===== config.mk =====
export PLATFORM = sky130hd
export DESIGN_NAME = btn_event_queue
export DESIGN_NICKNAME = d
export VERILOG_FILES = /design/src/rtl/btn_pkg.sv /design/src/rtl/btn_debounce.sv /design/src/rtl/btn_event_queue.sv
export SDC_FILE = /design/constraint.sdc
export NUM_CORES = 1
export LEC_CHECK = 0
export BUFFER_PORTS_ARGS = -buffer_cell sky130_fd_sc_hd__buf_2
export CAP_MARGIN = 15
export CELL_PAD_IN_SITES_DETAIL_PLACEMENT = 2
export CELL_PAD_IN_SITES_GLOBAL_PLACEMENT = 2
export CORE_MARGIN = 8
export CORE_UTILIZATION = 43
export CTS_CLUSTER_SIZE = 24
export DETAILED_ROUTE_END_ITERATION = 8
export PLACE_DENSITY_LB_ADDON = 0.25
export SLEW_MARGIN = 10
export SYNTH_ARGS = -nofsm -noshare
export SYNTH_HDL_FRONTEND = slang
export SYNTH_HIERARCHICAL = 1
export SYNTH_SLANG_ARGS = --single-unit

===== constraint.sdc =====
create_clock -name clock -period 4 [get_ports clock]
set_clock_uncertainty 0.1 [all_clocks]
set_input_delay 0.8 -clock clock [delete_from_list [all_inputs] [get_ports clock]]
set_output_delay 0.8 -clock clock [all_outputs]
set_load 0.005 [all_outputs]

===== src/rtl/btn_pkg.sv =====
// btn_pkg: colour codes, event-word bit layout and default debounce length shared by btn_event_queue.
package btn_pkg;
   localparam int unsigned DEFAULT_DEBOUNCE_CYCLES = 500000;
   localparam int          NUM_BTNS                = 4;

   typedef enum logic [1:0] {
      RED    = 2'd0,
      BLUE   = 2'd1,
      GREEN  = 2'd2,
      YELLOW = 2'd3
   } colour_e;

   localparam int EV_VALID_BIT = 31;
   localparam int EV_OVF_BIT   = 30;
   localparam int EV_TS_LSB    = 8;
   localparam int EV_TS_W      = 16;
   localparam int EV_COL_LSB   = 0;
   localparam int EV_COL_W     = 2;

   function automatic logic [31:0] pack_event(input logic valid, input logic ovf,
                                              input logic [EV_TS_W-1:0] ts, input colour_e col);
      logic [31:0] w;
      w                              = '0;
      w[EV_VALID_BIT]                = valid;
      w[EV_OVF_BIT]                  = ovf;
      w[EV_TS_LSB +: EV_TS_W]        = ts;
      w[EV_COL_LSB +: EV_COL_W]      = col;
      return w;
   endfunction
endpackage


===== src/rtl/btn_debounce.sv =====
// btn_debounce: 2-flop synchroniser then a level that flips only after CYCLES consecutive differing samples.
module btn_debounce #(
   parameter int unsigned CYCLES = 4
) (
   input  logic clock,
   input  logic reset,
   input  logic btn,
   output logic level
);
   localparam int CW = $clog2(CYCLES + 1);

   logic [1:0]    sync_q, sync_d;
   logic          level_q, level_d;
   logic [CW-1:0] cnt_q, cnt_d;
   logic          done;

   always_comb begin
      sync_d  = {sync_q[0], btn};
      done    = cnt_q == CW'(CYCLES - 1);
      level_d = level_q;
      cnt_d   = '0;
      if (sync_q[1] != level_q) begin
         level_d = done ? ~level_q : level_q;
         cnt_d   = done ? '0 : cnt_q + 1'b1;
      end
   end

   always_ff @(posedge clock or negedge reset)
      if (!reset) begin
         sync_q  <= '0;
         level_q <= 1'b0;
         cnt_q   <= '0;
      end else begin
         sync_q  <= sync_d;
         level_q <= level_d;
         cnt_q   <= cnt_d;
      end

   assign level = level_q;
endmodule


===== src/rtl/btn_event_queue.sv =====
// btn_event_queue: four debounced buttons -> priority arbiter -> press-event FIFO read by poll strobe.
// Define BTN_EVENT_TIMESTAMP_EN to capture a free-running 16-bit cycle stamp into each event.
module btn_event_queue
   import btn_pkg::*;
#(
   parameter int unsigned DEBOUNCE_CYCLES = DEFAULT_DEBOUNCE_CYCLES,
   parameter int unsigned DEPTH           = 4
) (
   input  logic                     clock,
   input  logic                     reset,
   input  logic                     red_button,
   input  logic                     blue_button,
   input  logic                     green_button,
   input  logic                     yellow_button,
   input  logic                     poll,
   output logic [31:0]              data_out,
   output logic [$clog2(DEPTH):0]   count
);
   localparam int PW = $clog2(DEPTH);
   localparam int CW = PW + 1;

   logic [NUM_BTNS-1:0] raw, level, rise, grant;
   logic [NUM_BTNS-1:0] level_prev_q, level_prev_d, pend_q, pend_d;
   colour_e             gnt_col;
   logic                push_req, full, empty, pop, push, drop;
   logic [PW-1:0]       wr_ptr_q, wr_ptr_d, rd_ptr_q, rd_ptr_d;
   logic [CW-1:0]       count_q, count_d;
   logic                ovf_q, ovf_d;
   colour_e             col_mem_q [DEPTH];
   logic [EV_TS_W-1:0]  head_ts;

   // Bit index equals colour code, so the arbiter's pick is directly the stored colour.
   assign raw = {yellow_button, green_button, blue_button, red_button};

   for (genvar i = 0; i < NUM_BTNS; i++) begin : g_btn
      btn_debounce #(.CYCLES(DEBOUNCE_CYCLES)) u_deb (
         .clock (clock),
         .reset (reset),
         .btn   (raw[i]),
         .level (level[i])
      );
   end

   always_comb begin
      level_prev_d = level;
      rise         = level & ~level_prev_q;
      push_req     = |pend_q;
      gnt_col      = pend_q[0] ? RED : pend_q[1] ? BLUE : pend_q[2] ? GREEN : YELLOW;
      grant        = {{(NUM_BTNS-1){1'b0}}, push_req} << gnt_col;
      pend_d       = (pend_q & ~grant) | rise;
      empty        = count_q == '0;
      full         = count_q == CW'(DEPTH);
      pop          = poll & ~empty;
      push         = push_req & (~full | pop);
      drop         = push_req & ~push;
      count_d      = count_q + CW'(push) - CW'(pop);
      wr_ptr_d     = wr_ptr_q + PW'(push);
      rd_ptr_d     = rd_ptr_q + PW'(pop);
      ovf_d        = (ovf_q & ~poll) | drop;
   end

   always_ff @(posedge clock or negedge reset)
      if (!reset) begin
         level_prev_q <= '0;
         pend_q       <= '0;
         wr_ptr_q     <= '0;
         rd_ptr_q     <= '0;
         count_q      <= '0;
         ovf_q        <= 1'b0;
         col_mem_q    <= '{default: RED};
      end else begin
         level_prev_q <= level_prev_d;
         pend_q       <= pend_d;
         wr_ptr_q     <= wr_ptr_d;
         rd_ptr_q     <= rd_ptr_d;
         count_q      <= count_d;
         ovf_q        <= ovf_d;
         if (push) col_mem_q[wr_ptr_q] <= gnt_col;
      end

`ifdef BTN_EVENT_TIMESTAMP_EN
   logic [EV_TS_W-1:0] ts_q, ts_d;
   logic [EV_TS_W-1:0] ts_mem_q [DEPTH];

   assign ts_d = ts_q + 1'b1;

   always_ff @(posedge clock or negedge reset)
      if (!reset) begin
         ts_q     <= '0;
         ts_mem_q <= '{default: '0};
      end else begin
         ts_q <= ts_d;
         if (push) ts_mem_q[wr_ptr_q] <= ts_q;
      end

   assign head_ts = ts_mem_q[rd_ptr_q];
`else
   assign head_ts = '0;
`endif

   assign data_out = pack_event(~empty, ovf_q, empty ? '0 : head_ts, empty ? RED : col_mem_q[rd_ptr_q]);
   assign count    = count_q;
endmodule


==> results.sh, run 1 <==
export IMPL_status="complete, no violations"
export IMPL_overflow=0
export IMPL_cp_arrival_ps=2690
export IMPL_start_kind="flop"
export IMPL_area_growth_synth_to_final_pct=7.93
export IMPL_post_cts_setup_buffers=0
export IMPL_worstReg2RegStart="pend_q[0]"
export IMPL_max_freq_ghz=0.391
export IMPL_power_density_nw_per_um2=390
export IMPL_min_period_ps=2560
export IMPL_yosysWarnings=6
export IMPL_cp_cell_sequence="nor4_2 -> or2_2 -> ha_1 -> inv_1 -> ha_1 -> fa_1 -> xor2_1 -> xnor2_1"
export IMPL_grt_pass1_wl_um=22600
export IMPL_drv_slew=0
export IMPL_synthTopCellsByArea="dfrtp_1, xnor2_1, nor2_1"
export IMPL_hold_class="reg2reg"
export IMPL_boundaryPins=42
export IMPL_fp_dieH_um=130
export IMPL_port_buffers=13
export IMPL_seq_area_um2=2800
export IMPL_routed_wl_um=13100
export IMPL_cts_tree="built"
export IMPL_antenna_found_initial=0
export IMPL_end_kind="flop"
export IMPL_grt_max_degree=64
export IMPL_worstPathMaxFanout=6
export IMPL_leakage_nw=2.53
export IMPL_yosysTopAreaCellShare=0.503
export IMPL_clk_pin_slew_ps=80
export IMPL_ant_nets=0
export IMPL_wl_per_cell_um=18.3
export IMPL_synth_edf_count=0
export IMPL_drc=0
export IMPL_insertion_delay_ps=360
export IMPL_avgSynthCellArea_um2=10.6
export IMPL_core_um2=12600
export IMPL_ctsHtreeMaxLevel=3
export IMPL_holdPathStages=0
export IMPL_dr_pass1_iters=4
export IMPL_layout_cells_non_filler=718
export IMPL_rows=41
export IMPL_start_util=0.441
export IMPL_synth_cell_types=33
export IMPL_nFillCells=1333
export IMPL_whs_endpoint="g_btn[1].u_deb/sync_q[1]"
export IMPL_finalSetupViolations=0
export IMPL_hpwl_um=8980
export IMPL_rsz0062_at_grt="false"
export IMPL_dieArea_um2=16900
export IMPL_multiInputGateArea_um2=2480
export IMPL_cts_buffer_depth=2
export IMPL_holdWs_ps=259
export IMPL_regToRegEndpoint="count[2]"
export IMPL_hold_viol=0
export IMPL_synth_flop_cell="dfrtp_1"
export IMPL_max_vdd_ir_drop_mv=0.230
export IMPL_grt_pass1_vias=4352
export IMPL_ctsResizeCount=0
export IMPL_ys_top_cells_by_count="dfrtp_1, nor2_1, xnor2_1"
export IMPL_maxCapViolCount=0
export IMPL_postSynthCellCount=526
export IMPL_drt_iter0_markers=151
export IMPL_worstHoldStart="g_btn[1].u_deb/sync_q[0]"
export IMPL_relSlewSlack=0.306
export IMPL_tns_ps=0
export IMPL_root_buffer="clkbuf_16"
export IMPL_critPathKind="reg2reg"
export IMPL_fin_crit_sh=0.639
export IMPL_die_x_um=130
export IMPL_slowest_delay_ps=610
export IMPL_synth_async_reset_ratio=1.00
export IMPL_n_antenna_cell=0
export IMPL_critPathSlowestCell="nor4_2"
export IMPL_synthesis_area_um2=5570
export IMPL_ys_seq_area_frac=0.503
export IMPL_reg2reg_depth=8
export IMPL_vias=3802
export IMPL_nNetsFinal=557
export IMPL_gp_congestion=0.795
export IMPL_clock_sinks=112
export IMPL_layout_drive_gt1_share=0.114
export IMPL_required_ps=4130
export IMPL_synth_seq_cells=112
export IMPL_vias_per_cell=5.30
export IMPL_placed_cells=702
export IMPL_cpMostUsedCell="ha_1"
export IMPL_grt_usage=0.171
export IMPL_synth_most_common_cell="dfrtp_1"
export IMPL_worst_slew_pin_slew_ps=1040
export IMPL_ff2ff_setup_slack_ps=1440
export IMPL_cts_hold_buf=0
export IMPL_synth_top_area_cell="dfrtp_1"
export IMPL_cts_buffers=9
-- where the power goes --
group	internal, mW	switching [mW]
clock network	0.507	0.424
registers	1.17	0.0544
logic	0.0776	0.109
-- stage by stage --
step	worst slack, ps	power, mW	utilization	instance area (um^2)
2_1_floorplan	1450	1.37	-	5670
3_3_place_gp	1260	1.42	0.452	5710
3_5_place_dp	1110	1.44	0.452	5710
4_1_cts	1390	2.39	0.476	6010
5_1_grt	1280	2.46	0.476	6010
6_report	1440	2.35	0.476	6010
-- critical path, delay by kind of cell, from the launching register on --
kind                       cells  cell delay [ps]
DFF                            1              450
adders and majority gates      3              700
and+or+nand+nor                2              850
buffers and inverters          1               40
xor gates and xnor gates       2              300
-- routing by layer --
metal | global-route usage | wire [um]
met2 | 0.311 | 7060
met3 | 0.0437 | 423
met5 | 0 | 0
met4 | 0.0519 | 182
met1 | 0.192 | 5440
-- registers in the layout, summed over array words and instances, names as in the netlist --
register	flops
col_mem_q	8
count	3
g_btn.u_deb/cnt_q	76
g_btn.u_deb/level	4
g_btn.u_deb/sync_q	8
level_prev_q	4
ovf_q	1
pend_q	4
rd_ptr_q	2
wr_ptr_q	2
-- how the worst max path moves through the flow --
stage,startpoint,to
2_1_floorplan,poll,count[2]
3_3_place_gp,poll,count[2]
3_5_place_dp,poll,count[2]
4_1_cts,pend_q[0],count[2]
5_1_grt,pend_q[0],count[2]
6_report,pend_q[0],count[2]
-- area by class of cell --
| cell class | count | area share |
|---|---|---|
| multi-input combinational | 373 | 0.413 |
| clock buffer | 10 | 0.0398 |
| timing repair buffer | 14 | 0.0146 |
| tap | 172 | 0.0358 |
| clock inverter | 6 | 0.0110 |
| inverter | 31 | 0.0194 |
| sequential | 112 | 0.466 |
-- cells by family (layout without fill, tap and decap cells) --
logic type / after synthesis / count (layout) / share of synthesized area
and+or+nand+nor: 223 / 223 / 0.221
DFF: 112 / 112 / 0.503
buffers and inverters: 68 / 61 / 0.0690
xor gates and xnor gates: 64 / 64 / 0.101
AOI/OAI and AO/OA: 31 / 31 / 0.0447
muxes: 18 / 18 / 0.0395
adders and majority gates: 9 / 9 / 0.0216
other: 1 / 28 / 0.000673
-- placed cells by master, fill, tap and decap left out, types with 2 or more instances in the layout --
master / n
nand3_1: 28
mux4_2: 2
nand4_1: 16
and2_1: 4
mux2_1: 2
a21oi_1: 13
dfrtp_1: 112
xor2_1: 11
nor4_1: 20
nor3_1: 18
o21ai_0: 12
o41ai_4: 4
ha_1: 8
xnor2_1: 53
nor2_1: 77
inv_6: 2
nor4_2: 5
nor2b_1: 8
clkinv_2: 2
mux2i_1: 4
nand2_1: 22
nand4_4: 4
mux2_2: 10
nor4b_1: 6
inv_1: 31
buf_2: 12
or4_4: 5
conb_1: 28
or3_1: 8
clkbuf_16: 9
Note: power is estimated with default switching activity, not from simulation.
==> run 2, diff against run 1 <==
--- a/config.mk
+++ b/config.mk
@@ -10,7 +10,7 @@
 export CELL_PAD_IN_SITES_DETAIL_PLACEMENT = 2
 export CELL_PAD_IN_SITES_GLOBAL_PLACEMENT = 2
 export CORE_MARGIN = 8
-export CORE_UTILIZATION = 43
+export CORE_UTILIZATION = 40
 export CTS_CLUSTER_SIZE = 24
 export DETAILED_ROUTE_END_ITERATION = 8
 export PLACE_DENSITY_LB_ADDON = 0.25
==> constraint.sdc (replaced) <==
create_clock -name clock -period 2.57 [get_ports clock]
set_clock_uncertainty 0.1 [all_clocks]
set_input_delay 0.514 -clock clock [delete_from_list [all_inputs] [get_ports clock]]
set_output_delay 0.514 -clock clock [all_outputs]
set_load 0.005 [all_outputs]
==> run 2 against run 1 <==
Cell count increased by 2.9%. Worst hold slack lost 190 ps. Sequential share of layout area fell by 0.74 points. Critical path depth is the same. Global-route usage shrank 2.0 points. Via count about the same. Critical path type unchanged. Critical endpoint unchanged. Largest power group unchanged.
==> results.sh, run 2 (synthesis results as in run 1) <==
export IMPL_relSlewSlack=0.585
export IMPL_grt_usage=0.151
export IMPL_cts_hold_buf=0
export IMPL_hold_viol=0
export IMPL_power_density_nw_per_um2=594
export IMPL_rsz0062_at_grt="false"
export IMPL_maxCapViolCount=0
export IMPL_min_period_ps=2310
export IMPL_dieArea_um2=18000
export IMPL_routed_wl_um=12600
export IMPL_hpwl_um=9410
export IMPL_worstPathMaxFanout=4
export IMPL_ctsResizeCount=0
export IMPL_ctsHtreeMaxLevel=3
export IMPL_cts_buffers=9
export IMPL_critPathTopFamily="adder cells"
export IMPL_reg2reg_depth=8
export IMPL_insertion_delay_ps=360
export IMPL_drt_iter0_markers=149
export IMPL_wl_per_cell_um=17.1
export IMPL_status="complete, no violations"
export IMPL_layout_drive_gt1_share=0.134
export IMPL_drc=0
export IMPL_grt_pass1_vias=4392
export IMPL_final_cell_mix="dfrtp_1, nor2_1, xnor2_1"
export IMPL_grt_max_degree=46
export IMPL_top_register="g_btn.u_deb/cnt_q"
export IMPL_overflow=0
export IMPL_startpoint="count[2]"
export IMPL_worst_slew_pin_slew_ps=614
export IMPL_required_ps=2720
export IMPL_clk_pin_slew_ps=80
export IMPL_rows=43
export IMPL_seq_area_um2=2800
export IMPL_cts_tree="built"
export IMPL_gp_congestion=0.757
export IMPL_cpMostUsedCell="ha_1"
export IMPL_core_um2=13700
export IMPL_clock_sinks=112
export IMPL_vias=3805
export IMPL_die_x_um=134
export IMPL_slowest_delay_ps=420
export IMPL_drv_slew=0
export IMPL_top_regs="g_btn.u_deb/cnt_q x76, col_mem_q x8, g_btn.u_deb/sync_q x8"
export IMPL_cp_arrival_ps=2450
export IMPL_leakage_nw=2.58
export IMPL_grt_pass1_wl_um=21900
export IMPL_ant_nets=0
export IMPL_antenna_found_initial=0
export IMPL_multiInputGateArea_um2=2480
export IMPL_largest_reg_flops=76
export IMPL_area_growth_synth_to_final_pct=9.68
export IMPL_end_kind="flop"
export IMPL_start_kind="flop"
export IMPL_tns_ps=0
export IMPL_start_util=0.406
export IMPL_hold_class="in2async"
export IMPL_finalSetupViolations=0
export IMPL_fp_dieH_um=134
export IMPL_cts_buffer_depth=2
export IMPL_ff2ff_setup_slack_ps=260
export IMPL_n_antenna_cell=0
export IMPL_vias_per_cell=5.15
export IMPL_port_buffers=13
export IMPL_max_freq_ghz=0.433
export IMPL_layout_commonest_cell="dfrtp_1"
export IMPL_post_cts_setup_buffers=0
export IMPL_cp_cell_sequence="nor4b_2 -> or2_2 -> ha_1 -> inv_1 -> ha_1 -> fa_1 -> xor2_1 -> xnor2_1"
export IMPL_max_vdd_ir_drop_mv=0.364
export IMPL_critPathKind="reg2reg"
export IMPL_critPathSlowestCell="dfrtp_1"
export IMPL_nFillCells=1494
export IMPL_regToRegEndpoint="count[2]"
export IMPL_crit_buf_inv=1
export IMPL_nNetsFinal=570
export IMPL_worstReg2RegStart="count[2]"
export IMPL_root_buffer="clkbuf_16"
export IMPL_fin_crit_sh=0.898
export IMPL_dr_pass1_iters=4
export IMPL_holdWs_ps=66.1
export IMPL_boundaryPins=42
[run 2: area by class of cell]
type,count,share of cell area
clock buffer,10,0.0391
inverter,31,0.0190
multi-input combinational,373,0.407
sequential,112,0.459
tap,180,0.0369
clock inverter,6,0.00922
timing repair buffer,27,0.0303
[run 2: worst max path at each step]
stage                to  slack (ps)  cells past startpoint
2_1_floorplan  count[2]         310                      8
3_3_place_gp   count[2]         230                      9
3_5_place_dp   count[2]         130                      9
4_1_cts        count[2]         230                      8
5_1_grt        count[2]         170                      8
6_report       count[2]         260                      8
[run 2: where the power goes]
group,switching (mW),internal [mW]
sequential,0.0811,1.83
combinational,0.172,0.141
clock,0.699,0.708
[run 2: per-stage QoR]
stage,cells,instance area (um^2),setup WS [ps],power [mW],utilization
finish,739,6110,262,3.63,0.445
detailed placement,723,5810,126,2.27,0.424
floorplan,553,5670,308,2.14,-
global route,739,6110,165,3.80,0.445
global placement,723,5810,233,2.24,0.424
CTS,739,6110,229,3.70,0.445
[run 2: routing by layer]
layer	GRT usage	vias up	wire length, um
met5	0	-	0
met4	0.0387	0	127
met3	0.0411	11	388
met2	0.277	31	6830
met1	0.168	1965	5270
li1	-	1798	-
[run 2: worst reg2reg max path, cell delays in order (launching register included)]
cell     delay [ps]
dfrtp_1         420
nor4b_2         180
or2_2           320
ha_1            290
inv_1            40
ha_1            180
fa_1            380
xor2_1          160
xnor2_1         130
